`src/rtl/arith_issue_arbiter_pkg.sv`:
```
// Packet layout shared by the arithmetic reservation stations, issue arbiter and pipeline.
package arith_pkg;

  localparam int IMM_W       = 4;
  localparam int ARCH_W      = 8;
  localparam int FLAGS_VAL_W = 8;
  localparam int OPB_W       = 8;
  localparam int OPA_W       = 8;
  localparam int FLAG_REG_W  = 5;
  localparam int DEST_W      = 5;
  localparam int ROB_W       = 5;
  localparam int OPC_W       = 4;

  localparam int IMM_LSB       = 0;
  localparam int ARCH_LSB      = IMM_LSB + IMM_W;
  localparam int FLAGS_VAL_LSB = ARCH_LSB + ARCH_W;
  localparam int OPB_LSB       = FLAGS_VAL_LSB + FLAGS_VAL_W;
  localparam int OPA_LSB       = OPB_LSB + OPB_W;
  localparam int FLAG_REG_LSB  = OPA_LSB + OPA_W;
  localparam int DEST_LSB      = FLAG_REG_LSB + FLAG_REG_W;
  localparam int ROB_LSB       = DEST_LSB + DEST_W;
  localparam int OPC_LSB       = ROB_LSB + ROB_W;

  localparam int ARITH_PKT_W = OPC_LSB + OPC_W;

  // Declared MSB first so the packed struct lines up with the flattened bus.
  typedef struct packed {
    logic [OPC_W-1:0]       opcode;
    logic [ROB_W-1:0]       ROB_entry;
    logic [DEST_W-1:0]      dest_reg;
    logic [FLAG_REG_W-1:0]  flag_reg;
    logic [OPA_W-1:0]       op_a_val;
    logic [OPB_W-1:0]       op_b_val;
    logic [FLAGS_VAL_W-1:0] flags_val;
    logic [ARCH_W-1:0]      arch_dest_regs;
    logic [IMM_W-1:0]       immediate;
  } arith_pkt_t;

endpackage

```
`src/rtl/arith_issue_arbiter_if.sv`:
```
// Request/grant and issue-register bundle between reservation stations, arbiter and pipeline.
interface arith_issue_arbiter_if #(
  parameter int NUM_REQ = 2
);
  import arith_pkg::*;

  logic [NUM_REQ-1:0]             req_valid;
  logic [NUM_REQ*ARITH_PKT_W-1:0] req_pkt;
  logic [NUM_REQ-1:0]             req_ready;
  logic                           issue_en;
  logic                           flush;

  logic [3:0] opcode;
  logic [4:0] ROB_entry;
  logic [4:0] dest_reg;
  logic [4:0] flag_reg;
  logic [7:0] op_a_val;
  logic [7:0] op_b_val;
  logic [7:0] flags_val;
  logic [7:0] arch_dest_regs;
  logic [3:0] immediate;
  logic       instr_valid;

  modport master (
    output req_valid, req_pkt, issue_en, flush,
    input  req_ready, opcode, ROB_entry, dest_reg, flag_reg, op_a_val, op_b_val,
           flags_val, arch_dest_regs, immediate, instr_valid
  );

  modport slave (
    input  req_valid, req_pkt, issue_en, flush,
    output req_ready, opcode, ROB_entry, dest_reg, flag_reg, op_a_val, op_b_val,
           flags_val, arch_dest_regs, immediate, instr_valid
  );

endinterface

```
`src/rtl/arith_issue_arbiter_rr_picker.sv`:
```
// Combinational round-robin search: first valid requester at or after rr_ptr, wrapping.
module rr_picker #(
  parameter int NUM_REQ = 2,
  parameter int PTR_W   = $clog2(NUM_REQ)
) (
  input  logic [NUM_REQ-1:0] valid_i,
  input  logic [PTR_W-1:0]   rr_ptr_i,
  output logic [NUM_REQ-1:0] grant_o,
  output logic [PTR_W-1:0]   winner_idx_o,
  output logic               any_o
);

  always_comb begin
    grant_o      = '0;
    winner_idx_o = '0;
    any_o        = 1'b0;
    for (int k = 0; k < NUM_REQ; k++) begin
      int s;
      s = int'(rr_ptr_i) + k;
      if (s >= NUM_REQ) s = s - NUM_REQ;
      if (!any_o && valid_i[s]) begin
        any_o        = 1'b1;
        winner_idx_o = PTR_W'(s);
        grant_o[s]   = 1'b1;
      end
    end
  end

endmodule

```
`src/rtl/arith_issue_arbiter.sv`:
```
// Round-robin issue arbiter feeding the shared arithmetic pipeline from NUM_REQ stations.
// Optional ARITH_ARB_PERF_CNT_EN adds saturating grant/conflict counters.
module arith_issue_arbiter
  import arith_pkg::*;
#(
  parameter int NUM_REQ = 2
) (
  input  logic                  clk,
  input  logic                  rst_n,
  arith_issue_arbiter_if.slave  bus
`ifdef ARITH_ARB_PERF_CNT_EN
  ,
  output logic [NUM_REQ*16-1:0] grant_cnt,
  output logic [15:0]           conflict_cnt
`endif
);

  localparam int PKT_W = ARITH_PKT_W;
  localparam int PTR_W = $clog2(NUM_REQ);

  arith_pkt_t          req_pkts [NUM_REQ];
  logic [NUM_REQ-1:0]  grant;
  logic [PTR_W-1:0]    win_idx;
  logic                any_vld;
  logic                gate_ok;
  logic                transfer;
  logic [NUM_REQ-1:0]  req_ready_w;

  logic [PTR_W-1:0]    rr_ptr_q, rr_ptr_d;
  arith_pkt_t          pkt_q, pkt_d;
  logic                vld_q, vld_d;

  for (genvar g = 0; g < NUM_REQ; g++) begin : g_unpack
    assign req_pkts[g] = bus.req_pkt[g*PKT_W +: PKT_W];
  end

  rr_picker #(
    .NUM_REQ (NUM_REQ),
    .PTR_W   (PTR_W)
  ) u_picker (
    .valid_i      (bus.req_valid),
    .rr_ptr_i     (rr_ptr_q),
    .grant_o      (grant),
    .winner_idx_o (win_idx),
    .any_o        (any_vld)
  );

  // rst_n in the gate keeps req_ready low for the whole reset interval.
  assign gate_ok       = bus.issue_en & ~bus.flush & rst_n;
  assign transfer      = gate_ok & any_vld;
  assign req_ready_w   = gate_ok ? grant : '0;
  assign bus.req_ready = req_ready_w;

  always_comb begin
    rr_ptr_d = rr_ptr_q;
    pkt_d    = pkt_q;
    vld_d    = 1'b0;
    if (transfer) begin
      pkt_d    = req_pkts[win_idx];
      vld_d    = 1'b1;
      rr_ptr_d = (win_idx == PTR_W'(NUM_REQ - 1)) ? '0 : win_idx + 1'b1;
    end
  end

  // Issue register stage: grant cycle N -> pipeline inputs in cycle N+1.
  always_ff @(posedge clk or negedge rst_n) begin
    if (!rst_n) begin
      rr_ptr_q <= '0;
      pkt_q    <= '0;
      vld_q    <= 1'b0;
    end else begin
      rr_ptr_q <= rr_ptr_d;
      pkt_q    <= pkt_d;
      vld_q    <= vld_d;
    end
  end

  assign bus.opcode         = pkt_q.opcode;
  assign bus.ROB_entry      = pkt_q.ROB_entry;
  assign bus.dest_reg       = pkt_q.dest_reg;
  assign bus.flag_reg       = pkt_q.flag_reg;
  assign bus.op_a_val       = pkt_q.op_a_val;
  assign bus.op_b_val       = pkt_q.op_b_val;
  assign bus.flags_val      = pkt_q.flags_val;
  assign bus.arch_dest_regs = pkt_q.arch_dest_regs;
  assign bus.immediate      = pkt_q.immediate;
  assign bus.instr_valid    = vld_q;

`ifdef ARITH_ARB_PERF_CNT_EN
  logic [15:0] grant_cnt_q [NUM_REQ];
  logic [15:0] conflict_cnt_q;
  logic        conflict;

  function automatic logic [15:0] sat_inc(input logic [15:0] v);
    return (v == 16'hFFFF) ? v : v + 16'd1;
  endfunction

  assign conflict = transfer && ($countones(bus.req_valid) > 1);

  always_ff @(posedge clk or negedge rst_n) begin
    if (!rst_n) begin
      for (int i = 0; i < NUM_REQ; i++) grant_cnt_q[i] <= '0;
      conflict_cnt_q <= '0;
    end else begin
      for (int i = 0; i < NUM_REQ; i++) begin
        if (bus.req_valid[i] & req_ready_w[i]) grant_cnt_q[i] <= sat_inc(grant_cnt_q[i]);
      end
      if (conflict) conflict_cnt_q <= sat_inc(conflict_cnt_q);
    end
  end

  for (genvar g = 0; g < NUM_REQ; g++) begin : g_cnt_out
    assign grant_cnt[g*16 +: 16] = grant_cnt_q[g];
  end
  assign conflict_cnt = conflict_cnt_q;
`endif

endmodule
```
`src/flat_wrapper.sv`:
```
// flat-port wrapper written by rule: the top's interface ports become plain ports
module arith_issue_arbiter_flat import arith_pkg::*;
#(
  parameter int NUM_REQ = 2
)
  (clk, rst_n, bus_req_valid, bus_req_pkt, bus_issue_en, bus_flush, bus_req_ready, bus_opcode, bus_ROB_entry, bus_dest_reg, bus_flag_reg, bus_op_a_val, bus_op_b_val, bus_flags_val, bus_arch_dest_regs, bus_immediate, bus_instr_valid);
  arith_issue_arbiter_if #(.NUM_REQ(NUM_REQ)) bus_i ();
  input  logic clk;
  input  logic rst_n;
  input wire logic [$bits(bus_i.req_valid)-1:0] bus_req_valid;
  input wire logic [$bits(bus_i.req_pkt)-1:0] bus_req_pkt;
  input wire logic [$bits(bus_i.issue_en)-1:0] bus_issue_en;
  input wire logic [$bits(bus_i.flush)-1:0] bus_flush;
  output wire logic [$bits(bus_i.req_ready)-1:0] bus_req_ready;
  output wire logic [$bits(bus_i.opcode)-1:0] bus_opcode;
  output wire logic [$bits(bus_i.ROB_entry)-1:0] bus_ROB_entry;
  output wire logic [$bits(bus_i.dest_reg)-1:0] bus_dest_reg;
  output wire logic [$bits(bus_i.flag_reg)-1:0] bus_flag_reg;
  output wire logic [$bits(bus_i.op_a_val)-1:0] bus_op_a_val;
  output wire logic [$bits(bus_i.op_b_val)-1:0] bus_op_b_val;
  output wire logic [$bits(bus_i.flags_val)-1:0] bus_flags_val;
  output wire logic [$bits(bus_i.arch_dest_regs)-1:0] bus_arch_dest_regs;
  output wire logic [$bits(bus_i.immediate)-1:0] bus_immediate;
  output wire logic [$bits(bus_i.instr_valid)-1:0] bus_instr_valid;
  assign bus_i.req_valid = bus_req_valid;
  assign bus_i.req_pkt = bus_req_pkt;
  assign bus_i.issue_en = bus_issue_en;
  assign bus_i.flush = bus_flush;
  assign bus_req_ready = bus_i.req_ready;
  assign bus_opcode = bus_i.opcode;
  assign bus_ROB_entry = bus_i.ROB_entry;
  assign bus_dest_reg = bus_i.dest_reg;
  assign bus_flag_reg = bus_i.flag_reg;
  assign bus_op_a_val = bus_i.op_a_val;
  assign bus_op_b_val = bus_i.op_b_val;
  assign bus_flags_val = bus_i.flags_val;
  assign bus_arch_dest_regs = bus_i.arch_dest_regs;
  assign bus_immediate = bus_i.immediate;
  assign bus_instr_valid = bus_i.instr_valid;
  arith_issue_arbiter #(.NUM_REQ(NUM_REQ)) u_core (.clk(clk), .rst_n(rst_n), .bus(bus_i));
endmodule
```
`config.mk`:
```
export PLATFORM = sky130hd
export DESIGN_NAME = arith_issue_arbiter_flat
export DESIGN_NICKNAME = d
export VERILOG_FILES = /design/src/rtl/arith_issue_arbiter_pkg.sv /design/src/rtl/arith_issue_arbiter_if.sv /design/src/rtl/arith_issue_arbiter_rr_picker.sv /design/src/rtl/arith_issue_arbiter.sv /design/src/flat_wrapper.sv
export SDC_FILE = /design/constraint.sdc
export NUM_CORES = 1
export LEC_CHECK = 0
export BUFFER_PORTS_ARGS = -buffer_cell sky130_fd_sc_hd__buf_2
export CORE_ASPECT_RATIO = 0.8
export CORE_MARGIN = 2
export CORE_UTILIZATION = 47
export DETAILED_ROUTE_END_ITERATION = 6
export GPL_TIMING_DRIVEN = 0
export PLACE_DENSITY = 0.86
export SYNTH_ARGS = -nofsm -noshare
export SYNTH_HDL_FRONTEND = slang
export SYNTH_SLANG_ARGS = --single-unit
```
`constraint.sdc`:
```
create_clock -name clk -period 2.6 [get_ports clk]
set_input_delay 0.26 -clock clk [delete_from_list [all_inputs] [get_ports clk]]
set_output_delay 0.26 -clock clk [all_outputs]
set_load 0.02 [all_outputs]
```
==> results.json <==
{
  "first_pass_iters": 4,
  "place_area_mm2": 0.00386,
  "wl_met1_mm": 3.64,
  "wire_per_inst_um": 17.4,
  "ys_warn_count": 0,
  "grt_max_degree": 60,
  "dpl.hpwl_mm": 6.07,
  "endpoint_kind": "primary output",
  "syn_nets": 324,
  "post-route-period-util_pct": 64.3,
  "power_leakage_nw": 1.88,
  "via_count": 2722,
  "p_sw_share_pct": 33.7,
  "fmax_mhz": 598,
  "postCtsHoldBufs": 0,
  "maxCapViolCount": 0,
  "avgSynthCellArea_um2": 13.9,
  "grt_overflow": 0,
  "synthCells": 208,
  "critPathKind": "flip-flop to primary output",
  "cts.sinks": 57,
  "violations": "negative hold slack",
  "antenna_found_initial": 0,
  "crit_fanout": 10,
  "route.met3.wl_um": 658,
  "p_seq_share_pct": 38.6,
  "crit_required_ns": 2.34,
  "synth_flop_cell": "dfrtp_1",
  "wl_met2_mm": 3.91,
  "synth_top_area_cell": "dfrtp_1",
  "drt-total-wl_mm": 8.28,
  "grt.total_usage_pct": 24.0,
  "drive_above_1_share_pct": 62.6,
  "setup_violations": 0,
  "p_switching_mw": 1.05,
  "status": "finished, violations left",
  "port_buffers": 173,
  "start_kind": "flip-flop",
  "area_growth_syn_to_layout_pct": 40.2,
  "ys_types": 19,
  "slew_headroom_pct": 50.3,
  "die_x_um": 91.8,
  "min_path_type": "input port to asynchronous set/reset pin",
  "vdd.ir_drop.worst_uv": 371,
  "stdcell_area_mm2": 0.00406,
  "skew_ns": 0.00510,
  "grt_pass1_vias": 2613,
  "clock_latency_ns": 0.32,
  "die_y_um": 74.2,
  "drt-vias-per-instance": 5.71,
  "num_rows": 25,
  "drc": 0,
  "fin_nets": 508,
  "cts_root_buffer": "clkbuf_8",
  "numCtsBuffers": 9,
  "cts_tree": "built",
  "cts_setup_buffers": 0,
  "synthArstFlopShare_pct": 100,
  "slowest_stage": "dfrtp_1",
  "worst_hold_slack_ns": -0.00115,
  "topRoutingLayerUsed": "met4",
  "fillCellCount": 483,
  "place.gp.congestion": 0.778,
  "dp_cells": 462,
  "fin_setup_tns_ns": 0,
  "post_cts_resized": 0,
  "utilization_pct": 68.3,
  "crit_chain": "a21bo_1 > buf_2 > nor2_1 > buf_2",
  "io_pins": 174,
  "synth_enable_flop_cells": 0,
  "final-seq-area_mm2": 0.00143,
  "hold_viol_final": 1,
  "cpMostUsedCell": "buf_2",
  "diodes": 0,
  "seq_area_frac_synth_pct": 49.3,
  "multiInputGateArea_mm2": 0.00123,
  "h-tree-depth": 3,
  "total_power_mw": 3.11,
  "core_mm2": 0.00594,
  "netlist_area_mm2": 0.00290,
  "clk_pin_slew_ns": 0.07,
  "rsz0062_at_grt": "false",
  "power.density_mw_per_mm2": 766,
  "drtAntennaViolNets": 0,
  "grt_pass1_wl_mm": 12.8,
  "synth_top_cell_area_share_pct": 49.3,
  "clock_path_buffers": 2,
  "drt-initial-drc-count": 94,
  "instances_no_fill": 477,
  "synthTopCellsByArea": "dfrtp_1 49%, a2bb2oi_1 12%, o32ai_1 12%",
  "critPathArrivalTime_ns": 1.41,
  "fp.dieArea_mm2": 0.00681,
  "synth_seq_cells": 57,
  "start_util_pct": 48.7,
  "p_clk_share_pct": 26.4,
  "tightestPinTransition_ns": 0.745,
  "slowest_delay_ns": 0.42,
  "layout_min_cycle_time_ns": 1.67,
  "combPwrFrac_pct": 34.9,
  "drv_slew": 0,
  "internal-power_mw": 2.06
}
final cells by class:
cell class | count | share of cell area, %
repair buffers | 173 | 21.4
flip-flops and latches | 57 | 35.1
clock buffers | 12 | 3.82
clock inverters | 3 | 0.986
well taps | 81 | 2.50
plain buffers | 30 | 5.70
multi-input cells | 120 | 30.4
inverters | 1 | 0.0925
routing by layer:
metal	vias to the layer above	track usage [%]
met3	8	4.86
met4	0	6.97
li1	1253	-
met2	126	40.5
met5	-	0
met1	1335	32.2
power by group through the flow:
| stage | sequential, mW | clock, mW | combinational, mW |
|---|---|---|---|
| after floorplan | 1.44 | 0 | 0.453 |
| after global placement | 1.20 | 0 | 1.07 |
| after detailed placement | 1.21 | 0 | 1.09 |
| after CTS | 1.20 | 0.836 | 1.10 |
| after global routing | 1.22 | 0.872 | 1.16 |
| final | 1.20 | 0.822 | 1.09 |
worst max-delay path: cells and delay by family (launching register included):
kind            cells  cell delay (ns)
compound gates      1             0.20
buf+inv             2             0.35
flops               1             0.42
simple gates        1             0.11
synthesized netlist by cell type (all sizes together) (3+ instances only):
master	instances
buf	29
dfrtp	57
nor2	3
a2bb2oi	55
o32ai	55
final timing paths:
kind                                              start                            to  slack, ns  cells past startpoint
worst max-delay path                    u_core.rr_ptr_q              bus_req_ready[0]       0.93                      4
worst min register to register  u_core.bus.ROB_entry[2]       u_core.bus.ROB_entry[2]       0.53                      1
min in group clk                       bus_req_valid[1]               u_core.rr_ptr_q       0.20                      2
max in group asynchronous                         rst_n       u_core.bus.flags_val[1]       2.10                      1
worst min-delay path                              rst_n  u_core.bus.arch_dest_regs[0]     -0.001                      1
worst max register to register          u_core.rr_ptr_q          u_core.bus.opcode[3]       1.24                      5
metrics by stage:
step / hold WS, ns / worst slack [ns]
2_1_floorplan: -0.0356 / 1.29
3_3_place_gp: 0.503 / 0.229
3_5_place_dp: 0.513 / 0.173
4_1_cts: 0.178 / 0.467
5_1_grt: 0.0653 / 0.749
6_report: -0.00115 / 0.929
cell families (layout without fill, tap and decap cells):
kind of cell           count (synthesis)  after routing  share of synthesized area, %
AOI/OAI and AO/OA                    113            113                          40.7
DFF                                   57             57                          49.3
buffers and inverters                 31            219                          8.12
and+or+nand+nor                        7              7                          1.94
cells in the final DEF, fill, tap and decap left out:
cell and n:
a21bo_1 1, a21oi_1 1, a2bb2oi_1 41, a2bb2oi_2 14, a31oi_1 1, and3b_1 1
buf_2 183, buf_4 9, buf_6 10, bufinv_16 1, clkbuf_1 2, clkbuf_8 11
clkinv_2 2, dfrtp_1 57, inv_2 1, nand3b_4 1, nor2_1 2, nor2_2 1
nor2b_2 1, nor3_1 1, o32ai_1 41, o32ai_2 14
No activity file was read; power rests on OpenSTA's default activity.
